<file path="src/rtl/serial_sub_ctrl_if.sv">
// Requester-side bundle of the bit-serial subtractor: start/operands in, busy/done/result out.
// The ovf signal exists only when SERIAL_SUB_OVF_EN is defined.
interface serial_sub_ctrl_if #(parameter int WIDTH = 8);
  logic             start;
  logic [WIDTH-1:0] a;
  logic [WIDTH-1:0] b;
  logic             bin;
  logic             busy;
  logic             done;
  logic [WIDTH-1:0] diff;
  logic             bout;
`ifdef SERIAL_SUB_OVF_EN
  logic             ovf;
`endif

  modport master (
    output start, a, b, bin,
`ifdef SERIAL_SUB_OVF_EN
    input  ovf,
`endif
    input  busy, done, diff, bout
  );

  modport slave (
    input  start, a, b, bin,
`ifdef SERIAL_SUB_OVF_EN
    output ovf,
`endif
    output busy, done, diff, bout
  );
endinterface

</file>
<file path="src/rtl/serial_sub_ctrl.sv">
// Bit-serial WIDTH-bit subtractor: one full-subtractor cell iterated LSB first over WIDTH cycles.
// Optional signed-overflow output enabled by defining SERIAL_SUB_OVF_EN.
module serial_sub_ctrl #(
  parameter int WIDTH = 8
) (
  input logic            clk,
  input logic            rst_n,
  serial_sub_ctrl_if.slave bus
);
  localparam int CW = (WIDTH > 1) ? $clog2(WIDTH) : 1;

  typedef enum logic [1:0] {IDLE, SHIFT, DONE} state_e;

  state_e           state_q, state_d;
  logic [WIDTH-1:0] a_q, b_q, diff_q;
  logic [WIDTH-2:0] res_q;
  logic [WIDTH-1:0] res_sh;
  logic [CW-1:0]    cnt_q;
  logic             borrow_q, bout_q;
  logic             cell_d, cell_b;
  logic             accept, last;

  // Shared 1-bit full subtractor cell: A - B - C
  assign cell_d = a_q[0] ^ b_q[0] ^ borrow_q;
  assign cell_b = (~a_q[0] & (b_q[0] | borrow_q)) | (b_q[0] & borrow_q);

  // New DIFF enters at the top; after the last bit this is the full result
  assign res_sh = {cell_d, res_q};

  always_comb begin
    state_d = state_q;
    accept  = 1'b0;
    last    = 1'b0;
    case (state_q)
      IDLE:  if (bus.start) begin
               accept  = 1'b1;
               state_d = SHIFT;
             end
      SHIFT: if (cnt_q == CW'(WIDTH-1)) begin
               last    = 1'b1;
               state_d = DONE;
             end
      DONE:  state_d = IDLE;
      default: state_d = IDLE;
    endcase
  end

  always_ff @(posedge clk or negedge rst_n) begin
    if (!rst_n) state_q <= IDLE;
    else        state_q <= state_d;
  end

  always_ff @(posedge clk or negedge rst_n) begin
    if (!rst_n) begin
      a_q      <= '0;
      b_q      <= '0;
      borrow_q <= 1'b0;
      res_q    <= '0;
      cnt_q    <= '0;
      diff_q   <= '0;
      bout_q   <= 1'b0;
    end else if (accept) begin
      a_q      <= bus.a;
      b_q      <= bus.b;
      borrow_q <= bus.bin;
      cnt_q    <= '0;
    end else if (state_q == SHIFT) begin
      a_q      <= a_q >> 1;
      b_q      <= b_q >> 1;
      borrow_q <= cell_b;
      res_q    <= res_sh[WIDTH-1:1];
      cnt_q    <= cnt_q + 1'b1;
      if (last) begin
        diff_q <= res_sh;
        bout_q <= cell_b;
      end
    end
  end

`ifdef SERIAL_SUB_OVF_EN
  // Operand sign bits are shifted out of a_q/b_q, so keep them aside
  logic a_msb_q, b_msb_q, ovf_q;

  always_ff @(posedge clk or negedge rst_n) begin
    if (!rst_n) begin
      a_msb_q <= 1'b0;
      b_msb_q <= 1'b0;
      ovf_q   <= 1'b0;
    end else if (accept) begin
      a_msb_q <= bus.a[WIDTH-1];
      b_msb_q <= bus.b[WIDTH-1];
    end else if (last) begin
      ovf_q   <= (a_msb_q != b_msb_q) && (cell_d != a_msb_q);
    end
  end

  assign bus.ovf = ovf_q;
`endif

  assign bus.busy = (state_q == SHIFT);
  assign bus.done = (state_q == DONE);
  assign bus.diff = diff_q;
  assign bus.bout = bout_q;
endmodule
</file>
<file path="src/flat_wrapper.sv">
// flat-port wrapper written by rule: the top's interface ports become plain ports
module serial_sub_ctrl_flat 
#(
  parameter int WIDTH = 8
)
  (clk, rst_n, bus_start, bus_a, bus_b, bus_bin, bus_busy, bus_done, bus_diff, bus_bout);
  serial_sub_ctrl_if #(.WIDTH(WIDTH)) bus_i ();
  input logic clk;
  input logic rst_n;
  input wire logic [$bits(bus_i.start)-1:0] bus_start;
  input wire logic [$bits(bus_i.a)-1:0] bus_a;
  input wire logic [$bits(bus_i.b)-1:0] bus_b;
  input wire logic [$bits(bus_i.bin)-1:0] bus_bin;
  output wire logic [$bits(bus_i.busy)-1:0] bus_busy;
  output wire logic [$bits(bus_i.done)-1:0] bus_done;
  output wire logic [$bits(bus_i.diff)-1:0] bus_diff;
  output wire logic [$bits(bus_i.bout)-1:0] bus_bout;
  assign bus_i.start = bus_start;
  assign bus_i.a = bus_a;
  assign bus_i.b = bus_b;
  assign bus_i.bin = bus_bin;
  assign bus_busy = bus_i.busy;
  assign bus_done = bus_i.done;
  assign bus_diff = bus_i.diff;
  assign bus_bout = bus_i.bout;
  serial_sub_ctrl #(.WIDTH(WIDTH)) u_core (.clk(clk), .rst_n(rst_n), .bus(bus_i));
endmodule
</file>
<file path="config.mk">
export PLATFORM = sky130hd
export DESIGN_NAME = serial_sub_ctrl_flat
export DESIGN_NICKNAME = d
export VERILOG_FILES = /design/src/rtl/serial_sub_ctrl_if.sv /design/src/rtl/serial_sub_ctrl.sv /design/src/flat_wrapper.sv
export SDC_FILE = /design/constraint.sdc
export NUM_CORES = 1
export LEC_CHECK = 0
export CAP_MARGIN = 30
export CORE_MARGIN = 4
export CORE_UTILIZATION = 30
export DETAILED_ROUTE_END_ITERATION = 10
export SETUP_SLACK_MARGIN = 0.1
export SYNTH_ARGS = -nofsm -noshare
export SYNTH_HDL_FRONTEND = slang
export SYNTH_SLANG_ARGS = --single-unit
</file>
<file path="constraint.sdc">
create_clock -name clk -period 2.4 [get_ports clk]
set_input_delay 0.6 -clock clk [delete_from_list [all_inputs] [get_ports clk]]
set_output_delay 0.6 -clock clk [all_outputs]
set_load 0.05 [all_outputs]
</file>
======== Yosys cells after proc, flatten, opt, wreduce, memory -nomap -nowiden ========
Index checks and enable logic that the tools add are counted.
operators by class
  $add $sub $neg .......................... 1
  equality and inequality tests ........... 5
  mux-type cells .......................... 15
  bitwise logic cells ..................... 8
  reduce and logical (&&, ||, !) cells .... 5
operators by type and width
  kind                   count
  $mux W8                4
  $mux W1                6
  $mux W3                2
  $mux W2                2
  $pmux W2 S2            1
  $reduce_and A2 Y1      2
  $add A3 B1 Y3 const B  1
  $eq A3 B3 Y1 const B   1
  $reduce_and A3 Y1      1
  $and A1 B1 Y1          2
  $eq A2 B1 Y1 const B   1
  $eq A2 B2 Y1 const B   1
  $logic_not A2 Y1       1
  $ne A2 B1 Y1 const B   1
  $ne A2 B2 Y1 const B   1
  $not A1 Y1             2
  $or A1 B1 Y1           2
  $reduce_bool A2 Y1     1
  $xor A1 B1 Y1          2
word-level totals
  bits in registers ....................... 38
  input bits .............................. 20
  output and inout bits ................... 11
  word-level logic and storage cells ...... 42

======== Longest topological paths before layout ========
  depth in word-level cells ............... 5
  depth in mapped cells ................... 5
  mapped depth without buffers ............ 4

======== Worst setup path before layout ========
No wires, ideal clock.
  path kind ............................... flip-flop to output port
  start point ............................. register u_core.state_q[1]
  end point ............................... output port bus_done
  arrival ................................. 1.490 ns
  data required time ...................... 1.800 ns
  setup slack ............................. 0.310 ns
  stages on the path, launching flop included .. 4
  path buffers ............................ 2
  path through ............................ dfrtp_1 > buf_4 > buf_2 > nor2b_1
on the way
  word-level cells in the longest chain between the ends .. 1
ends and longest elaborated chain
  what                    RTL line                text
  from (decl)             serial_sub_ctrl.sv:14   state_e state_q, state_d;
  from (signal assigned)  serial_sub_ctrl.sv:50   else state_q <= state_d;
  $eq A2 B2 Y1            serial_sub_ctrl.sv:101  assign bus.done = (state_q == DONE);
  to (decl)               flat_wrapper.sv:15      output wire logic [$bits(bus_i.done)-1:0] bus_done;
Every way passes these cells.

======== Final worst setup path ========
  start point ............................. register u_core.diff_q[4], in the netlist u_core.bus.diff[4]
  end point ............................... output port bus_diff[4]
RTL lines
  what                    RTL line               text
  from (decl)             serial_sub_ctrl.sv:15  logic [WIDTH-1:0] a_q, b_q, diff_q;
  from (signal assigned)  serial_sub_ctrl.sv:74  diff_q <= res_sh;
  to (decl)               flat_wrapper.sv:16     output wire logic [$bits(bus_i.diff)-1:0] bus_diff;
No word-level cell between the ends.

==> flow_summary.toml <==
[setup_path]
rrSetupSlack_ns = 0.67
path_class = "reg2out"
critPathBufInv = 1
required_ns = 1.80
cpPeakStageDelay_ns = 0.81
slowest_stage = "clkdlybuf4s50_1"
cp-end-kind = "output port"
crit_arrival_ns = 1.45
timing.rr.end = "u_core.bus.diff[4]$_DFFE_PN0P_"
path_max_fanout = 2
path_cells = "clkdlybuf4s50_1"
cp-start-kind = "flop"
critPathTopFamily = "buffers and inverters"
timing.rr.start = "u_core.cnt_q[0]$_DFFE_PN0P_"
r2r_cells = 4

[timing]
fin_skew_ns = 0.004958
worstMarginPinSlew_ns = 0.8392
grt_setup_unrepaired = "false"
fin_crit_sh = 0.8556
fin_tns_setup_ns = 0
timing.final.crit_period_ns = 2.053
slew_violations = 0
finalSetupViolCount = 0
slew-limit-headroom = 0.4406
fmax_mhz = 487.0
hold_viol = 0

[synth]
syn_inst = 141
ys_seq_area_frac = 0.4841
ys.flop_type = "dfrtp_1"
synth_area_leaders = "dfrtp_1 48%, a211oi_2 7.0%, mux2_4 6.1%"
yosys.area.top_type = "dfrtp_1"
synth_seq_cells = 38
synth.distinct_cells = 30
synth.avg_cell_area_sq_um = 13.93
synth.most_common_cell = "dfrtp_1"
synth_edf_count = 0
synthArstFlopShare = 1.000
synth_top_cell_area_share = 0.4841
syn_nets = 164
netlist_top_cells_count = "38 x dfrtp_1, 14 x inv_1, 11 x a211oi_2, 10 x nor3b_1"
yosysWarnings = 0
synth_area_sq_um = 1964

[place]
portBuffers = 30
place.gp.congestion = 0.7168
placed_cells = 242
dp_hpwl_mm = 2.530

[cells_and_area]
area_growth_pct = 24.08
fillers = 598
n_antenna_cell = 0
fin_nets = 195
final_cells = 249
drive_above_1_share = 0.3198
final_util = 0.3838

[cts]
clkLatencyLatePin_ns = 0.29
cts.sinks = 38
cts_max_path_buffers = 2
cts_setup_buffers = 0
root_buffer = "clkbuf_8"
path_clk_slew_ns = 0.07
cts_tree = "yes"
cts_buffers = 5
htreeDepth = 2

[global_routing]
grt_pass1_vias = 1295
grtUsageTotal = 0.1040
grt-ovfl-total = 0
grt_pass1_wl_mm = 6.320
grt_max_degree = 39
antenna_found_initial = 0

[routing]
drt_iter0_markers = 43
routed_wl_mm = 3.608
dr.pass1.iters = 4
via_per_inst = 4.783
detail_route.wl_per_cell_um = 14.49
drc = 0
vias = 1191
ant_nets = 0

[floorplanning]
core_area_sq_um = 6350
start_util = 0.3094
num_rows = 29
pin_count = 31
dieArea_sq_um = 7907
die_w_um = 88.92
die_h_um = 88.92

[power_and_ir_drop]
leakage_nw = 1.051
powerDensity_nw_per_um2 = 1330
peakVddDrop_mv = 0.6341

[outcome]
status = "finished, final reports clean"

[run]
cap_violations = 0

[worst_hold_path]
holdCritPathClass = "in2async"
-- flip-flops by register name, indices dropped and copies added, names as in the netlist --
register,count
u_core.res_q,7
u_core.a_q,8
u_core.borrow_q,1
u_core.b_q,8
u_core.state_q,2
u_core.bus.diff,8
u_core.cnt_q,3
u_core.bus.bout,1
-- cell families after synthesis --
kind of cell             after synthesis  share of synthesized area
AO/OA/AOI/OAI                         22                     0.1274
multiplexers                          17                     0.1108
adder cells (fa/ha/maj)                3                    0.02293
AND/OR/NAND/NOR                       34                     0.1764
buffers and inverters                 27                    0.07834
flip-flops                            38                     0.4841
-- metrics by stage --
| step | power (mW) | hold WS (ns) | setup slack, ns | area (sq um) |
|---|---|---|---|---|
| global placement | 2.706 | 0.4756 | 0.4186 | 2323 |
| finish | 3.242 | 0.4142 | 0.3466 | 2437 |
| floorplan | 2.343 | 0.3044 | 0.3098 | 1964 |
| CTS | 3.284 | 0.4585 | 0.1616 | 2436 |
| detailed placement | 2.729 | 0.4781 | 0.3754 | 2323 |
| global route | 3.486 | 0.4904 | 0.2942 | 2437 |
-- per-layer routing --
layer,vias up,track usage,wire [um]
met2,33,0.1478,1447
li1,575,-,-
met4,0,0.02885,37
met3,8,0.03134,191
met1,575,0.1527,1932
met5,-,0,0
-- power breakdown --
part | total, mW | internal, mW | switching [mW]
logic | 1.54 | 0.739 | 0.798
registers | 1.15 | 0.953 | 0.196
clock network | 0.555 | 0.333 | 0.223
-- how the worst max path moves through the flow --
stage                                   startpoint                   endpoint  slack (ns)  cells past startpoint
floorplan            u_core.state_q[1]$_DFFE_PN0P_                   bus_done        0.31                      3
global placement                         bus_start  u_core.a_q[2]$_DFFE_PN0P_        0.42                      4
detailed placement                       bus_start  u_core.a_q[2]$_DFFE_PN0P_        0.38                      4
CTS                  u_core.state_q[1]$_DFFE_PN0P_                   bus_busy        0.16                      3
global route         u_core.state_q[1]$_DFFE_PN0P_                   bus_busy        0.29                      3
finish              u_core.bus.diff[4]$_DFFE_PN0P_                bus_diff[4]        0.35                      1
-- worst reg2reg max path, stage by stage, from the launching register on --
cell and delay, ns:
dfrtp_1 0.40, ha_1 0.20, ha_1 0.18, nand3b_1 0.49, mux2_4 0.35
-- what timing repair did --
item / 4_1_cts / 5_1_grt
endpoints found under the setup margin: 0 / 1
gates resized for setup: 0 / 1
hold buffers: 0 / 0
-- area by class of cell --
type / instances / area, sq um / share of cell area
well taps: 77 / 96.34 / 0.03953
inverters: 15 / 56.30 / 0.02310
multi-input cells: 76 / 859.6 / 0.3527
clock buffers: 6 / 82.58 / 0.03388
clock inverters: 1 / 30.03 / 0.01232
flip-flops and latches: 38 / 952.2 / 0.3907
repair buffers: 36 / 360.3 / 0.1478
-- layout by cell type, fill, tap and decap left out, types with 2 or more instances in the layout --
master / instances
o221a_2: 4
buf_4: 6
nor4bb_1: 2
clkbuf_8: 6
buf_12: 2
nor3b_2: 2
nor4b_2: 8
nand2b_1: 2
mux2_4: 8
nor3b_1: 10
a211oi_2: 11
ha_1: 2
nor4b_1: 3
a22o_1: 2
dfrtp_1: 37
clkdlybuf4s50_1: 27
inv_1: 14
or4b_1: 4
mux2i_1: 3
mux2_1: 5
Power figures use the tool's default switching activity.
==> patch: new RTL, same flow settings <==
`WIDTH` is set to 8 in 3 places; all go to 16.
--- a/src/rtl/serial_sub_ctrl_if.sv
+++ b/src/rtl/serial_sub_ctrl_if.sv
@@ -2,3 +2,3 @@
 // The ovf signal exists only when SERIAL_SUB_OVF_EN is defined.
-interface serial_sub_ctrl_if #(parameter int WIDTH = 8);
+interface serial_sub_ctrl_if #(parameter int WIDTH = 16);
   logic             start;
--- a/src/rtl/serial_sub_ctrl.sv
+++ b/src/rtl/serial_sub_ctrl.sv
@@ -3,3 +3,3 @@
 module serial_sub_ctrl #(
-  parameter int WIDTH = 8
+  parameter int WIDTH = 16
 ) (
--- a/src/flat_wrapper.sv
+++ b/src/flat_wrapper.sv
@@ -3,3 +3,3 @@
 #(
-  parameter int WIDTH = 8
+  parameter int WIDTH = 16
 )
Ports: changed (resized bus_a, bus_b and bus_diff); port bits go from 31 to 55. The function was not compared with the original's and may differ.
==> patch against the original RTL <==
- sequential power up 70%
- highest routed layer unchanged
- largest cell class unchanged
- routed wire length up 65%
- total power up 43%
- worst setup slack worse by 57 ps
- clock power up 72%
- via count up 75%
- area after synthesis up 49%
- sequential cell count up 33
- worst hold slack worse by 200 ps
- cell area up 56%
- global-route usage up 1.0 points
==> patch: results (changes against the original RTL) <==
| Metric | This run | Unit | vs unedited |
| --- | --- | --- | --- |
| DP Worst Slack | 438.7 | ps | was 375.4 ps |
| Worst slew pin tran | 502.3 | ps | was 839.2 ps |
| Cell Area, Placed | 3612 | sq um | was 2323 sq um |
| Maximum VDD drop | 498.4 | uV | was 634.1 uV |
| Capturing element of the worst setup path | bus_diff[10] | - | was bus_diff[4] |
| Final Worst Setup Slack | 290.0 | ps | was 346.6 ps |
| Outcome | finished, final reports clean | - | unchanged |
| Clock buffer count from CTS | 9 | - | was 5 |
| DRC violation total after the first TritonRoute iteration | 105 | - | was 43 |
| Mean instance size in the synthesized netlist | 10.82 | sq um | was 13.93 sq um |
| Via count of the first global-routing pass | 2103 | - | was 1295 |
| Count of cell types in the netlist | 24 | - | was 30 |
| Arrival time reported for the critical path endpoint | 1510 | ps | was 1450 ps |
| Synth Net Count | 309 | - | was 164 |
| Detailed-route wire length | 5.960 | mm | was 3.608 mm |
| Clock insertion delay at the later pin of the skew report | 340 | ps | was 290 ps |
| Final HPWL DP | 3.993 | mm | was 2.530 mm |
| Portion of the post-synthesis area used by sequential elements | 60.58 | % | was 48.41% |
| Switching part of the total power | 37.62 | % | was 37.56% |
| Global-route wire length before repair | 10.31 | mm | was 6.320 mm |
| Hold WS | 212.0 | ps | was 414.2 ps |
| Worst setup skew after layout | 14.20 | ps | was 4.958 ps |
| Count of port buffers added during placement | 54 | - | was 30 |
| Average detailed-routed wire length per instance | 12.90 | um | was 14.49 um |
| Count of nets after finishing | 366 | - | was 195 |
| Inst Count DP | 446 | - | was 242 |
| Mean number of vias per cell | 4.513 | - | was 4.783 |
| First element of the critical path | u_core.bus.diff[10] | - | was u_core.bus.diff[4] |
| Leakage power total | 1.806 | nW | was 1.051 nW |
## patch: cell count changes in the layout (fill, tap and decap cells not counted), moves of 5 or more
cell	change
sky130_fd_sc_hd__mux2_2	+6
sky130_fd_sc_hd__a22oi_1	+31
sky130_fd_sc_hd__inv_1	-12
sky130_fd_sc_hd__mux2_1	-5
sky130_fd_sc_hd__nor3b_1	-10
sky130_fd_sc_hd__dfrtp_1	+34
sky130_fd_sc_hd__o21ai_0	+7
sky130_fd_sc_hd__a211oi_2	-11
sky130_fd_sc_hd__nand2_1	+113
sky130_fd_sc_hd__clkdlybuf4s50_1	+24
sky130_fd_sc_hd__nor4b_2	-8
## patch: kinds of logic after synthesis
family	count (synthesis)	share of synthesized area [%]
flip-flops	71	60.58
multiplexers	16	7.295
adder cells (fa/ha/maj)	2	1.109
buffers and inverters	18	3.669
AO/OA/AOI/OAI	45	10.79
AND/OR/NAND/NOR	119	16.55
## patch: layer usage
layer	vias up	wire [um]	track usage (%)
met5	-	0	0
met2	48	2826	19.20
li1	1015	-	-
met3	6	339	4.515
met1	1016	2728	13.86
met4	0	65	2.740
## patch: area by class of cell
cell class / count / area (sq um)
Timing Repair Buffer: 61 / 610.6
Fill cell: 974 / 5560
Tap cell: 129 / 161.4
Clock buffer: 11 / 141.4
Sequential cell: 71 / 1777
Multi-Input combinational cell: 182 / 1052
Inverter: 3 / 11.26
Clock inverter: 5 / 57.56
## patch: power groups by stage
stage | Clock, mW | Combinational, mW | Sequential [mW]
CTS | 0.988 | 1.75 | 1.97
floorplan | 0 | 0.913 | 2.26
finish | 0.952 | 1.72 | 1.96
global route | 1.04 | 1.92 | 2.03
global placement | 0 | 1.71 | 1.97
detailed placement | 0 | 1.75 | 1.99
